$ cat src/rtl/z80fi_pkg.sv
// Shared z80fi types: I/O cycle FSM states and the per-instruction I/O record.
package z80fi_pkg;

  localparam int unsigned ADDR_W = 16;
  localparam int unsigned DATA_W = 8;

  // Bus-cycle tracker states; the non-IDLE states also tag the kind of a completed cycle.
  typedef enum logic [1:0] {
    IDLE     = 2'd0,
    RD_CYC   = 2'd1,
    WR_CYC   = 2'd2,
    INTA_CYC = 2'd3
  } io_state_e;

  // One instruction's worth of I/O evidence.
  typedef struct packed {
    logic              io_rd;
    logic              io_wr;
    logic              inta;
    logic [ADDR_W-1:0] raddr;
    logic [ADDR_W-1:0] waddr;
    logic [DATA_W-1:0] rdata;
    logic [DATA_W-1:0] wdata;
  } io_rec_t;

endpackage

$ cat src/rtl/z80fi_io_capture_if.sv
// Core bus strobes in, retired I/O record out.
// Z80FI_INTA_CAPTURE_EN adds the interrupt-acknowledge record fields.
interface z80fi_io_capture_if;
  import z80fi_pkg::*;

  logic [ADDR_W-1:0] addr;
  logic [DATA_W-1:0] data_in;
  logic [DATA_W-1:0] data_out;
  logic              iorq_n;
  logic              rd_n;
  logic              wr_n;
  logic              m1_n;
  logic              wait_n;
  logic              insn_retire;

  logic              rec_valid;
  logic              rec_io_rd;
  logic              rec_io_wr;
  logic [ADDR_W-1:0] rec_raddr;
  logic [ADDR_W-1:0] rec_waddr;
  logic [DATA_W-1:0] rec_rdata;
  logic [DATA_W-1:0] rec_wdata;
  logic              io_overflow;
`ifdef Z80FI_INTA_CAPTURE_EN
  logic              rec_inta;
  logic [DATA_W-1:0] rec_vector;
`endif

  // Core / bench side: drives the bus, observes records.
  modport master (
`ifdef Z80FI_INTA_CAPTURE_EN
    input  rec_inta, input rec_vector,
`endif
    output addr, data_in, data_out, iorq_n, rd_n, wr_n, m1_n, wait_n, insn_retire,
    input  rec_valid, rec_io_rd, rec_io_wr, rec_raddr, rec_waddr, rec_rdata, rec_wdata,
           io_overflow
  );

  // Capture side: observes the bus, produces records.
  modport slave (
`ifdef Z80FI_INTA_CAPTURE_EN
    output rec_inta, output rec_vector,
`endif
    input  addr, data_in, data_out, iorq_n, rd_n, wr_n, m1_n, wait_n, insn_retire,
    output rec_valid, rec_io_rd, rec_io_wr, rec_raddr, rec_waddr, rec_rdata, rec_wdata,
           io_overflow
  );

endinterface

$ cat src/rtl/z80fi_io_capture_cycle_fsm.sv
// Strobe decode for one Z80 I/O bus cycle; pulses cyc_done_c_o when iorq_n returns high.
// Z80FI_INTA_CAPTURE_EN enables tracking of interrupt-acknowledge cycles.
module z80fi_io_cycle_fsm
  import z80fi_pkg::*;
(
  input  logic              clk,
  input  logic              reset_n,
  input  logic [ADDR_W-1:0] addr_i,
  input  logic [DATA_W-1:0] data_in_i,
  input  logic [DATA_W-1:0] data_out_i,
  input  logic              iorq_n_i,
  input  logic              rd_n_i,
  input  logic              wr_n_i,
  input  logic              m1_n_i,
  input  logic              wait_n_i,
  output logic              cyc_done_c_o,
  output io_state_e         cyc_kind_o,
  output logic [ADDR_W-1:0] cyc_addr_o,
  output logic [DATA_W-1:0] cyc_data_o
);

  io_state_e         state_q;
  logic [ADDR_W-1:0] addr_q;
  logic [DATA_W-1:0] wdata_q;
  logic [DATA_W-1:0] hold_q;

  // Cycle tracking: latch on entry, sample read data on non-wait clocks, exit on iorq_n high.
  always_ff @(posedge clk or negedge reset_n) begin
    if (!reset_n) begin
      state_q <= IDLE;
      addr_q  <= '0;
      wdata_q <= '0;
      hold_q  <= '0;
    end else begin
      unique case (state_q)
        IDLE: begin
          if (!iorq_n_i && m1_n_i && !rd_n_i) begin
            state_q <= RD_CYC;
            addr_q  <= addr_i;
          end else if (!iorq_n_i && m1_n_i && !wr_n_i) begin
            state_q <= WR_CYC;
            addr_q  <= addr_i;
            wdata_q <= data_out_i;
`ifdef Z80FI_INTA_CAPTURE_EN
          end else if (!iorq_n_i && !m1_n_i) begin
            state_q <= INTA_CYC;
            addr_q  <= addr_i;
`endif
          end
        end
        RD_CYC, INTA_CYC: begin
          if (iorq_n_i) begin
            state_q <= IDLE;
          end else if (wait_n_i) begin
            hold_q <= data_in_i;
          end
        end
        WR_CYC: begin
          if (iorq_n_i) begin
            state_q <= IDLE;
          end
        end
        default: state_q <= IDLE;
      endcase
    end
  end

  // Completion is seen in the same clock iorq_n is sampled high, so it can join a retiring record.
  assign cyc_done_c_o = (state_q != IDLE) && iorq_n_i;
  assign cyc_kind_o   = state_q;
  assign cyc_addr_o   = addr_q;
  assign cyc_data_o   = (state_q == WR_CYC) ? wdata_q : hold_q;

endmodule

$ cat src/rtl/z80fi_io_capture.sv
// Per-instruction I/O record capture for the Z80 formal interface.
// Z80FI_INTA_CAPTURE_EN: also record interrupt-acknowledge vectors (rec_inta/rec_vector).
module z80fi_io_capture
  import z80fi_pkg::*;
#(
  parameter bit STRICT = 1'b1
) (
  input logic               clk,
  input logic               reset_n,
  z80fi_io_capture_if.slave bus
);

  logic              cyc_done_c;
  io_state_e         cyc_kind;
  logic [ADDR_W-1:0] cyc_addr;
  logic [DATA_W-1:0] cyc_data;

  io_rec_t           pend_q, pend_d;
  logic              dup_c;
  logic              rec_valid_q, io_overflow_q;
  logic              rec_io_rd_q, rec_io_wr_q;
  logic [ADDR_W-1:0] rec_raddr_q, rec_waddr_q;
  logic [DATA_W-1:0] rec_rdata_q, rec_wdata_q;
`ifdef Z80FI_INTA_CAPTURE_EN
  logic [DATA_W-1:0] vec_pend_q, vec_pend_d, rec_vector_q;
  logic              rec_inta_q;
`endif

  z80fi_io_cycle_fsm u_cycle_fsm (
    .clk          (clk),
    .reset_n      (reset_n),
    .addr_i       (bus.addr),
    .data_in_i    (bus.data_in),
    .data_out_i   (bus.data_out),
    .iorq_n_i     (bus.iorq_n),
    .rd_n_i       (bus.rd_n),
    .wr_n_i       (bus.wr_n),
    .m1_n_i       (bus.m1_n),
    .wait_n_i     (bus.wait_n),
    .cyc_done_c_o (cyc_done_c),
    .cyc_kind_o   (cyc_kind),
    .cyc_addr_o   (cyc_addr),
    .cyc_data_o   (cyc_data)
  );

  // Fold a completed cycle into the pending record; flag a repeat of the same kind.
  always_comb begin
    pend_d = pend_q;
    dup_c  = 1'b0;
`ifdef Z80FI_INTA_CAPTURE_EN
    vec_pend_d = vec_pend_q;
`endif
    if (cyc_done_c) begin
      unique case (cyc_kind)
        RD_CYC: begin
          dup_c        = pend_q.io_rd;
          pend_d.io_rd = 1'b1;
          pend_d.raddr = cyc_addr;
          pend_d.rdata = cyc_data;
        end
        WR_CYC: begin
          dup_c        = pend_q.io_wr;
          pend_d.io_wr = 1'b1;
          pend_d.waddr = cyc_addr;
          pend_d.wdata = cyc_data;
        end
        INTA_CYC: begin
          dup_c       = pend_q.inta;
          pend_d.inta = 1'b1;
`ifdef Z80FI_INTA_CAPTURE_EN
          vec_pend_d  = cyc_data;
`endif
        end
        default: ;
      endcase
    end
  end

  // Retirement publishes the updated record and starts a fresh one; overflow is sticky.
  always_ff @(posedge clk or negedge reset_n) begin
    if (!reset_n) begin
      pend_q        <= '0;
      rec_valid_q   <= 1'b0;
      io_overflow_q <= 1'b0;
      rec_io_rd_q   <= 1'b0;
      rec_io_wr_q   <= 1'b0;
      rec_raddr_q   <= '0;
      rec_waddr_q   <= '0;
      rec_rdata_q   <= '0;
      rec_wdata_q   <= '0;
`ifdef Z80FI_INTA_CAPTURE_EN
      vec_pend_q    <= '0;
      rec_inta_q    <= 1'b0;
      rec_vector_q  <= '0;
`endif
    end else begin
      rec_valid_q <= bus.insn_retire;
      if (STRICT && dup_c) begin
        io_overflow_q <= 1'b1;
      end
      if (bus.insn_retire) begin
        rec_io_rd_q  <= pend_d.io_rd;
        rec_io_wr_q  <= pend_d.io_wr;
        rec_raddr_q  <= pend_d.raddr;
        rec_waddr_q  <= pend_d.waddr;
        rec_rdata_q  <= pend_d.rdata;
        rec_wdata_q  <= pend_d.wdata;
        pend_q       <= '0;
`ifdef Z80FI_INTA_CAPTURE_EN
        rec_inta_q   <= pend_d.inta;
        rec_vector_q <= vec_pend_d;
        vec_pend_q   <= '0;
`endif
      end else begin
        pend_q       <= pend_d;
`ifdef Z80FI_INTA_CAPTURE_EN
        vec_pend_q   <= vec_pend_d;
`endif
      end
    end
  end

  assign bus.rec_valid   = rec_valid_q;
  assign bus.rec_io_rd   = rec_io_rd_q;
  assign bus.rec_io_wr   = rec_io_wr_q;
  assign bus.rec_raddr   = rec_raddr_q;
  assign bus.rec_waddr   = rec_waddr_q;
  assign bus.rec_rdata   = rec_rdata_q;
  assign bus.rec_wdata   = rec_wdata_q;
  assign bus.io_overflow = io_overflow_q;
`ifdef Z80FI_INTA_CAPTURE_EN
  assign bus.rec_inta    = rec_inta_q;
  assign bus.rec_vector  = rec_vector_q;
`endif

endmodule

$ cat src/flat_wrapper.sv
// flat-port wrapper written by rule: the top's interface ports become plain ports
module z80fi_io_capture_flat import z80fi_pkg::*;
#(
  parameter bit STRICT = 1'b1
)
  (clk, reset_n, bus_addr, bus_data_in, bus_data_out, bus_iorq_n, bus_rd_n, bus_wr_n, bus_m1_n, bus_wait_n, bus_insn_retire, bus_rec_valid, bus_rec_io_rd, bus_rec_io_wr, bus_rec_raddr, bus_rec_waddr, bus_rec_rdata, bus_rec_wdata, bus_io_overflow);
  z80fi_io_capture_if bus_i ();
  input logic clk;
  input logic reset_n;
  input wire logic [$bits(bus_i.addr)-1:0] bus_addr;
  input wire logic [$bits(bus_i.data_in)-1:0] bus_data_in;
  input wire logic [$bits(bus_i.data_out)-1:0] bus_data_out;
  input wire logic [$bits(bus_i.iorq_n)-1:0] bus_iorq_n;
  input wire logic [$bits(bus_i.rd_n)-1:0] bus_rd_n;
  input wire logic [$bits(bus_i.wr_n)-1:0] bus_wr_n;
  input wire logic [$bits(bus_i.m1_n)-1:0] bus_m1_n;
  input wire logic [$bits(bus_i.wait_n)-1:0] bus_wait_n;
  input wire logic [$bits(bus_i.insn_retire)-1:0] bus_insn_retire;
  output wire logic [$bits(bus_i.rec_valid)-1:0] bus_rec_valid;
  output wire logic [$bits(bus_i.rec_io_rd)-1:0] bus_rec_io_rd;
  output wire logic [$bits(bus_i.rec_io_wr)-1:0] bus_rec_io_wr;
  output wire logic [$bits(bus_i.rec_raddr)-1:0] bus_rec_raddr;
  output wire logic [$bits(bus_i.rec_waddr)-1:0] bus_rec_waddr;
  output wire logic [$bits(bus_i.rec_rdata)-1:0] bus_rec_rdata;
  output wire logic [$bits(bus_i.rec_wdata)-1:0] bus_rec_wdata;
  output wire logic [$bits(bus_i.io_overflow)-1:0] bus_io_overflow;
  assign bus_i.addr = bus_addr;
  assign bus_i.data_in = bus_data_in;
  assign bus_i.data_out = bus_data_out;
  assign bus_i.iorq_n = bus_iorq_n;
  assign bus_i.rd_n = bus_rd_n;
  assign bus_i.wr_n = bus_wr_n;
  assign bus_i.m1_n = bus_m1_n;
  assign bus_i.wait_n = bus_wait_n;
  assign bus_i.insn_retire = bus_insn_retire;
  assign bus_rec_valid = bus_i.rec_valid;
  assign bus_rec_io_rd = bus_i.rec_io_rd;
  assign bus_rec_io_wr = bus_i.rec_io_wr;
  assign bus_rec_raddr = bus_i.rec_raddr;
  assign bus_rec_waddr = bus_i.rec_waddr;
  assign bus_rec_rdata = bus_i.rec_rdata;
  assign bus_rec_wdata = bus_i.rec_wdata;
  assign bus_io_overflow = bus_i.io_overflow;
  z80fi_io_capture #(.STRICT(STRICT)) u_core (.clk(clk), .reset_n(reset_n), .bus(bus_i));
endmodule
$ cat config.mk
export PLATFORM = sky130hd
export DESIGN_NAME = z80fi_io_capture_flat
export DESIGN_NICKNAME = d
export VERILOG_FILES = /design/src/rtl/z80fi_pkg.sv /design/src/rtl/z80fi_io_capture_if.sv /design/src/rtl/z80fi_io_capture_cycle_fsm.sv /design/src/rtl/z80fi_io_capture.sv /design/src/flat_wrapper.sv
export SDC_FILE = /design/constraint.sdc
export NUM_CORES = 1
export LEC_CHECK = 0
export CAP_MARGIN = 10
export CORE_UTILIZATION = 31
export DETAILED_ROUTE_END_ITERATION = 8
export PLACE_DENSITY = 0.5
export SLEW_MARGIN = 20
export SYNTH_ARGS = -nofsm -noshare
export SYNTH_HDL_FRONTEND = slang
export SYNTH_SLANG_ARGS = --single-unit
$ cat constraint.sdc
create_clock -name clk -period 1.75 [get_ports clk]
set_clock_uncertainty 0.2 [all_clocks]
set_input_delay 0.525 -clock clk [delete_from_list [all_inputs] [get_ports clk]]
set_output_delay 0.525 -clock clk [all_outputs]
set_load 0.05 [all_outputs]
== After elaboration in Yosys (flattened, before gate mapping) ==
Cells that the tools add are included.
Widths: inputs -> output; s select.
Storage, ports and cells
  logic and storage cells: 63
  flip-flop bits (word level): 137
  output and inout bits: 52
Operators by class
  multiplexer cells: 18
  equal/unequal tests: 5
  reductions and logical operators: 19
  bitwise gates (word level): 2
Operator list (count)
  $mux 51: 2
  $mux 16: 4
  $mux 8: 3
  $reduce_bool 2->1: 4
  $mux 2: 3
  $reduce_and 2->1: 3
  $reduce_and 3->1: 2
  $eq 2x2->1 const B: 2
  $logic_and 1x1->1: 4
  $mux 1: 4
  $pmux 2 s2: 1
  $logic_not 1->1: 3
  $ne 3x3->1 const B: 1
  $pmux 1 s3: 1
  $reduce_or 3->1: 1
  $eq 2x1->1 const B: 1
  $logic_not 2->1: 1
  $ne 2x1->1 const B: 1
  $not 1->1: 2
  $reduce_or 2->1: 1

== Longest topological paths before layout ==
  depth after elaboration: 6
  gate-level depth with buffers: 6
  depth with buffers taken out: 3

== Modules after synthesis ==
From an unflattened synthesis, not the netlist that was laid out.
Second synthesis, totals
  cells, all modules: 422
  area total of the unflattened synthesis: 5376.4 um2
By module, submodules not included
  z80fi_io_capture: cells each 333, area an instance 3921.3 um2, times used 1
  z80fi_io_cycle_fsm: cells each 89, area an instance 1455.1 um2, times used 1

== Worst setup path after synthesis ==
Ideal clock, no wire load.
  path kind: input -> register
  from: input port bus_iorq_n
  to: register u_core.u_cycle_fsm.addr_q[10], in the netlist u_core.u_cycle_fsm.cyc_addr_o[10]
  arrival: 1.401 ns
  path buffers: 2
  required time: 1.425 ns
  stages on the path: 5
  library setup time: 0.125 ns
  setup slack: 0.024 ns
  cell sequence: buf_4 -> nor2_8 -> nand4b_4 -> buf_6 -> mux2_4
On the way
  longest elaborated chain between the ends: 5
  elaborated cells on any way between the ends: 7
RTL lines
  start: declaration: line flat_wrapper.sv:13  | input wire logic [$bits(bus_i.iorq_n)-1:0] bus_iorq_n;
  $logic_not 1->1 (*): line z80fi_io_capture_cycle_fsm.sv:37, z80fi_io_capture_cycle_fsm.sv:40
  $logic_and 1x1->1 (*): line z80fi_io_capture_cycle_fsm.sv:37, z80fi_io_capture_cycle_fsm.sv:40
  $logic_and 1x1->1 (on tied branches): line z80fi_io_capture_cycle_fsm.sv:37, z80fi_io_capture_cycle_fsm.sv:40
  $reduce_bool 2->1 (no source line)
  $reduce_and 2->1 (no source line)
  end signal: assignment: line z80fi_io_capture_cycle_fsm.sv:39  | addr_q <= addr_i;
  end signal: assignment: line z80fi_io_capture_cycle_fsm.sv:42  | addr_q <= addr_i;
  end: declaration: line z80fi_io_capture_cycle_fsm.sv:23  | logic [ADDR_W-1:0] addr_q;
Mark *: on every way between the ends. The rest lies on a longest branch, timed or not.
A chain may end at the register's enable or synchronous reset.

== Final worst setup path ==
  from: register u_core.rec_wdata_q[5], in the netlist u_core.bus.rec_wdata[5]
  to: output port bus_rec_wdata[5]
RTL lines
  start: declaration: line z80fi_io_capture.sv:23  | logic [DATA_W-1:0] rec_rdata_q, rec_wdata_q;
  start signal: assignment: line z80fi_io_capture.sv:107  | rec_wdata_q <= pend_d.wdata;
  end: declaration: line flat_wrapper.sv:25  | output wire logic [$bits(bus_i.rec_wdata)-1:0] bus_rec_wdata;
No word-level cell between the ends.

==> summary.txt <==
STA
  – Tcrit/Tclk final: 99.2%
  – RSZ-0062 raised after global routing: true
  – Final hold vios: 0
  – Fmax: 576 MHz
  – Minimum clock period: 1740 ps
  – Final setup fails: 0
  – Worst Tran Pin Value: 366 ps
  – Relative slew slack: 75.6%
  – Final Max Tran Viols: 0
  – Final hold slack: 306 ps

Drt
  – WL/cell: 15.1 um
  – Detailed-route DRC error count: 0
  – Drt first pass iters: 4
  – Vias: 3422
  – Final WL: 11500 um
  – Avg Vias per Cell: 4.50
  – Initial DRC count: 130
  – Final ANT Viol Nets: 0

Floorplanning
  – Initial Util: 31.8%
  – Height of the die: 132 um
  – Area of the core: 0.0166 mm^2
  – Die Footprint: 0.0175 mm^2
  – Rows: 47
  – Die width: 132 um
  – I/O pin cnt: 92

Clocking
  – Clk buf depth: 2
  – Htree depth: 4
  – Clk sinks: 137
  – Clock-pin slew on the worst setup and hold paths: 60 ps
  – Skew-Pair Late Insertion Delay: 420 ps
  – TritonCTS Buffers: 17
  – Root buf cell: clkbuf_16
  – CTS tree: yes

Setup path
  – Worst setup SP type: flip-flop
  – CP top delay family: flip-flops
  – WS Path Type: reg -> out
  – CP Buf/Inv Count: 1
  – Worst-path maximum fanout: 2
  – Worst path max stage delay: 420 ps
  – Slowest-stage cell, CP: dfrtp_1
  – Critical Path, Cell by Cell: buf_12
  – Critical path required time: 1020 ps
  – Critical Path AT: 1010 ps
  – Critical Path Sink Type: output port

Yosys
  – Top_reg_cell synth: dfrtp_1
  – Mapped Nets: 454
  – Post-synthesis cell type count: 21
  – Yosys warns: 0
  – Synthesized area per cell: 12.7 um^2
  – Asr flop ratio synth: 100%
  – Post-synth EDFFs: 0
  – FF+latch count, synth: 137
  – Syn Std Cell Area: 0.00527 mm^2
  – Sequential fraction of the synthesis area: 65.0%
  – Cells after Synth: 414

Global route
  – Number of global-route vias before repair: 3664
  – Grt met2 use: 22.2%
  – Global routing usage on met1: 18.4%
  – First-pass GRT wire length: 19200 um
  – Largest net degree at the start of global routing: 68
  – Met3 usage: 5.06%
  – Initial antenna violation count: 0
  – Overflow after GRT: 0
  – GRT Max-Usage Layer: met2
  – GRT Total Usage: 14.4%

Power and ir drop
  – Maximum vdd drop: 0.697 mV
  – PD cells: 1220 mW/mm^2
  – Pleak: 0.00389 uW

Final layout
  – Ant diodes: 0
  – Share of cells above drive strength 1: 28.5%
  – Fin nets: 567
  – Area growth syn-to-layout: 48.8%
  – Filler Cell Count: 1500
  – Non-Filler Instances: 760

Placement
  – Post-DP HPWL: 7490 um
  – Placed Instances: 716
  – PortBufs: 91
  – GP Congestion: 0.747

Worst hold path
  – Hold WC Path Type: reg -> reg

Status
  – Status: complete, no violations

Run
  – Max Cap Viol: 0
## Yosys cell counts, types with 2 or more instances
cell	n	area share (%)
a21oi_1	51	4.8
clkbuf_1	16	1.1
mux2_4	10	2.8
mux2i_1	48	9.1
nor2_1	105	7.5
nand3b_1	3	0.43
dfrtp_1	137	65
mux2_2	23	4.9
buf_4	2	0.28
buf_6	6	1.3
buf_8	2	0.57
nor2b_1	2	0.24
## final timing paths
kind	from	to	slack, ps	cells after the start
setup / recovery	u_core.bus.rec_wdata[5]	bus_rec_wdata[5]	10	1
max in group asynchronous	reset_n	u_core.bus.rec_rdata[0]	460	3
hold / removal	u_core.u_cycle_fsm.hold_q[0]	u_core.u_cycle_fsm.hold_q[0]	310	1
setup reg to reg	u_core.u_cycle_fsm.cyc_kind_o[0]	u_core.bus.rec_raddr[10]	120	4
min in group asynchronous	reset_n	u_core.bus.rec_raddr[3]	380	2
hold reg to reg	u_core.u_cycle_fsm.hold_q[0]	u_core.u_cycle_fsm.hold_q[0]	310	1
## final cells by class
cell class,count,area (um^2),area share (%)
Multi-Input combinational cell,250,1680,21.4
Clock inverter,10,211,2.69
Sequential cell,137,3430,43.7
Tap cell,220,275,3.51
Timing Repair Buffer,121,1770,22.5
Clock buffer,22,484,6.17
## kinds of logic after synthesis
group / after synthesis / share of synthesized area (%)
and+or+nand+nor: 116 / 9.59
DFF: 137 / 65.0
buffers and inverters: 27 / 3.37
muxes: 81 / 16.9
AOI/OAI and AO/OA: 53 / 5.15
## what timing repair did
action	CTS	global route
pin swaps	0	0
endpoints found under the setup margin	136	42
hold buffers	1	0
resized for setup	1	4
endpoints found under the hold margin	25	0
setup buffers	2	9
## sequential cells by signal, summed over array words and instances, names as in the netlist
name and cells:
u_core.bus.rec_io_wr 1, u_core.bus.rec_wdata 8, u_core.bus.rec_io_rd 1, u_core.u_cycle_fsm.hold_q 8
u_core.bus.rec_waddr 16, u_core.pend_q 51, u_core.u_cycle_fsm.cyc_addr_o 16, u_core.u_cycle_fsm.cyc_kind_o 2
u_core.u_cycle_fsm.wdata_q 8, u_core.bus.io_overflow 1, u_core.bus.rec_raddr 16, u_core.bus.rec_rdata 8
u_core.bus.rec_valid 1
## per-layer routing
metal	up-vias	routed length (um)
li1	1633	-
met1	1701	5210
met2	77	5530
met3	11	566
met4	0	157
met5	-	0
## power by group
part	leakage, uW	total [uW]	internal, uW	switching (uW)
sequential	0.00176	3790	3510	278
combinational	0.00179	1640	860	782
clock	0.000341	4140	2830	1300
## metrics by stage
| step | setup WS (ps) | total power [uW] | area, um^2 | setup TNS [ps] | util [%] |
|---|---|---|---|---|---|
| after floorplan | 24.2 | 4600 | 5270 | 0 | - |
| after global placement | -520 | 5440 | 7050 | -61090 | 42.5 |
| after detailed placement | -570 | 5470 | 7050 | -67290 | 42.5 |
| after CTS | -16.5 | 9670 | 7770 | -65.4 | 46.8 |
| after global routing | -30.8 | 9950 | 7850 | -415 | 47.3 |
| final | 14.5 | 9570 | 7850 | 0 | 47.3 |
## placed cells by master (no fill, tap or decap)
master and n:
dfrtp_1 135, nor2_1 105, buf_12 61, a21oi_1 51
mux2i_1 47, clkdlybuf4s50_1 36, mux2_2 23, buf_4 21
clkbuf_16 17, mux2_4 10, bufinv_16 6, clkbuf_8 4
nand3b_1 3, nor2b_1 2, clkinv_4 2, dfrtp_2 2
mux2i_2 1, nor2_8 1, nand2_1 1, nand4b_4 1
and4bb_2 1, nand2_4 1, and4b_1 1, a311o_1 1
a31oi_1 1, clkbuf_1 1, inv_6 1, clkinv_2 1
dlygate4sd3_1 1, dlygate4sd2_1 1, buf_6 1
Note: power is estimated with default switching activity, not from simulation.
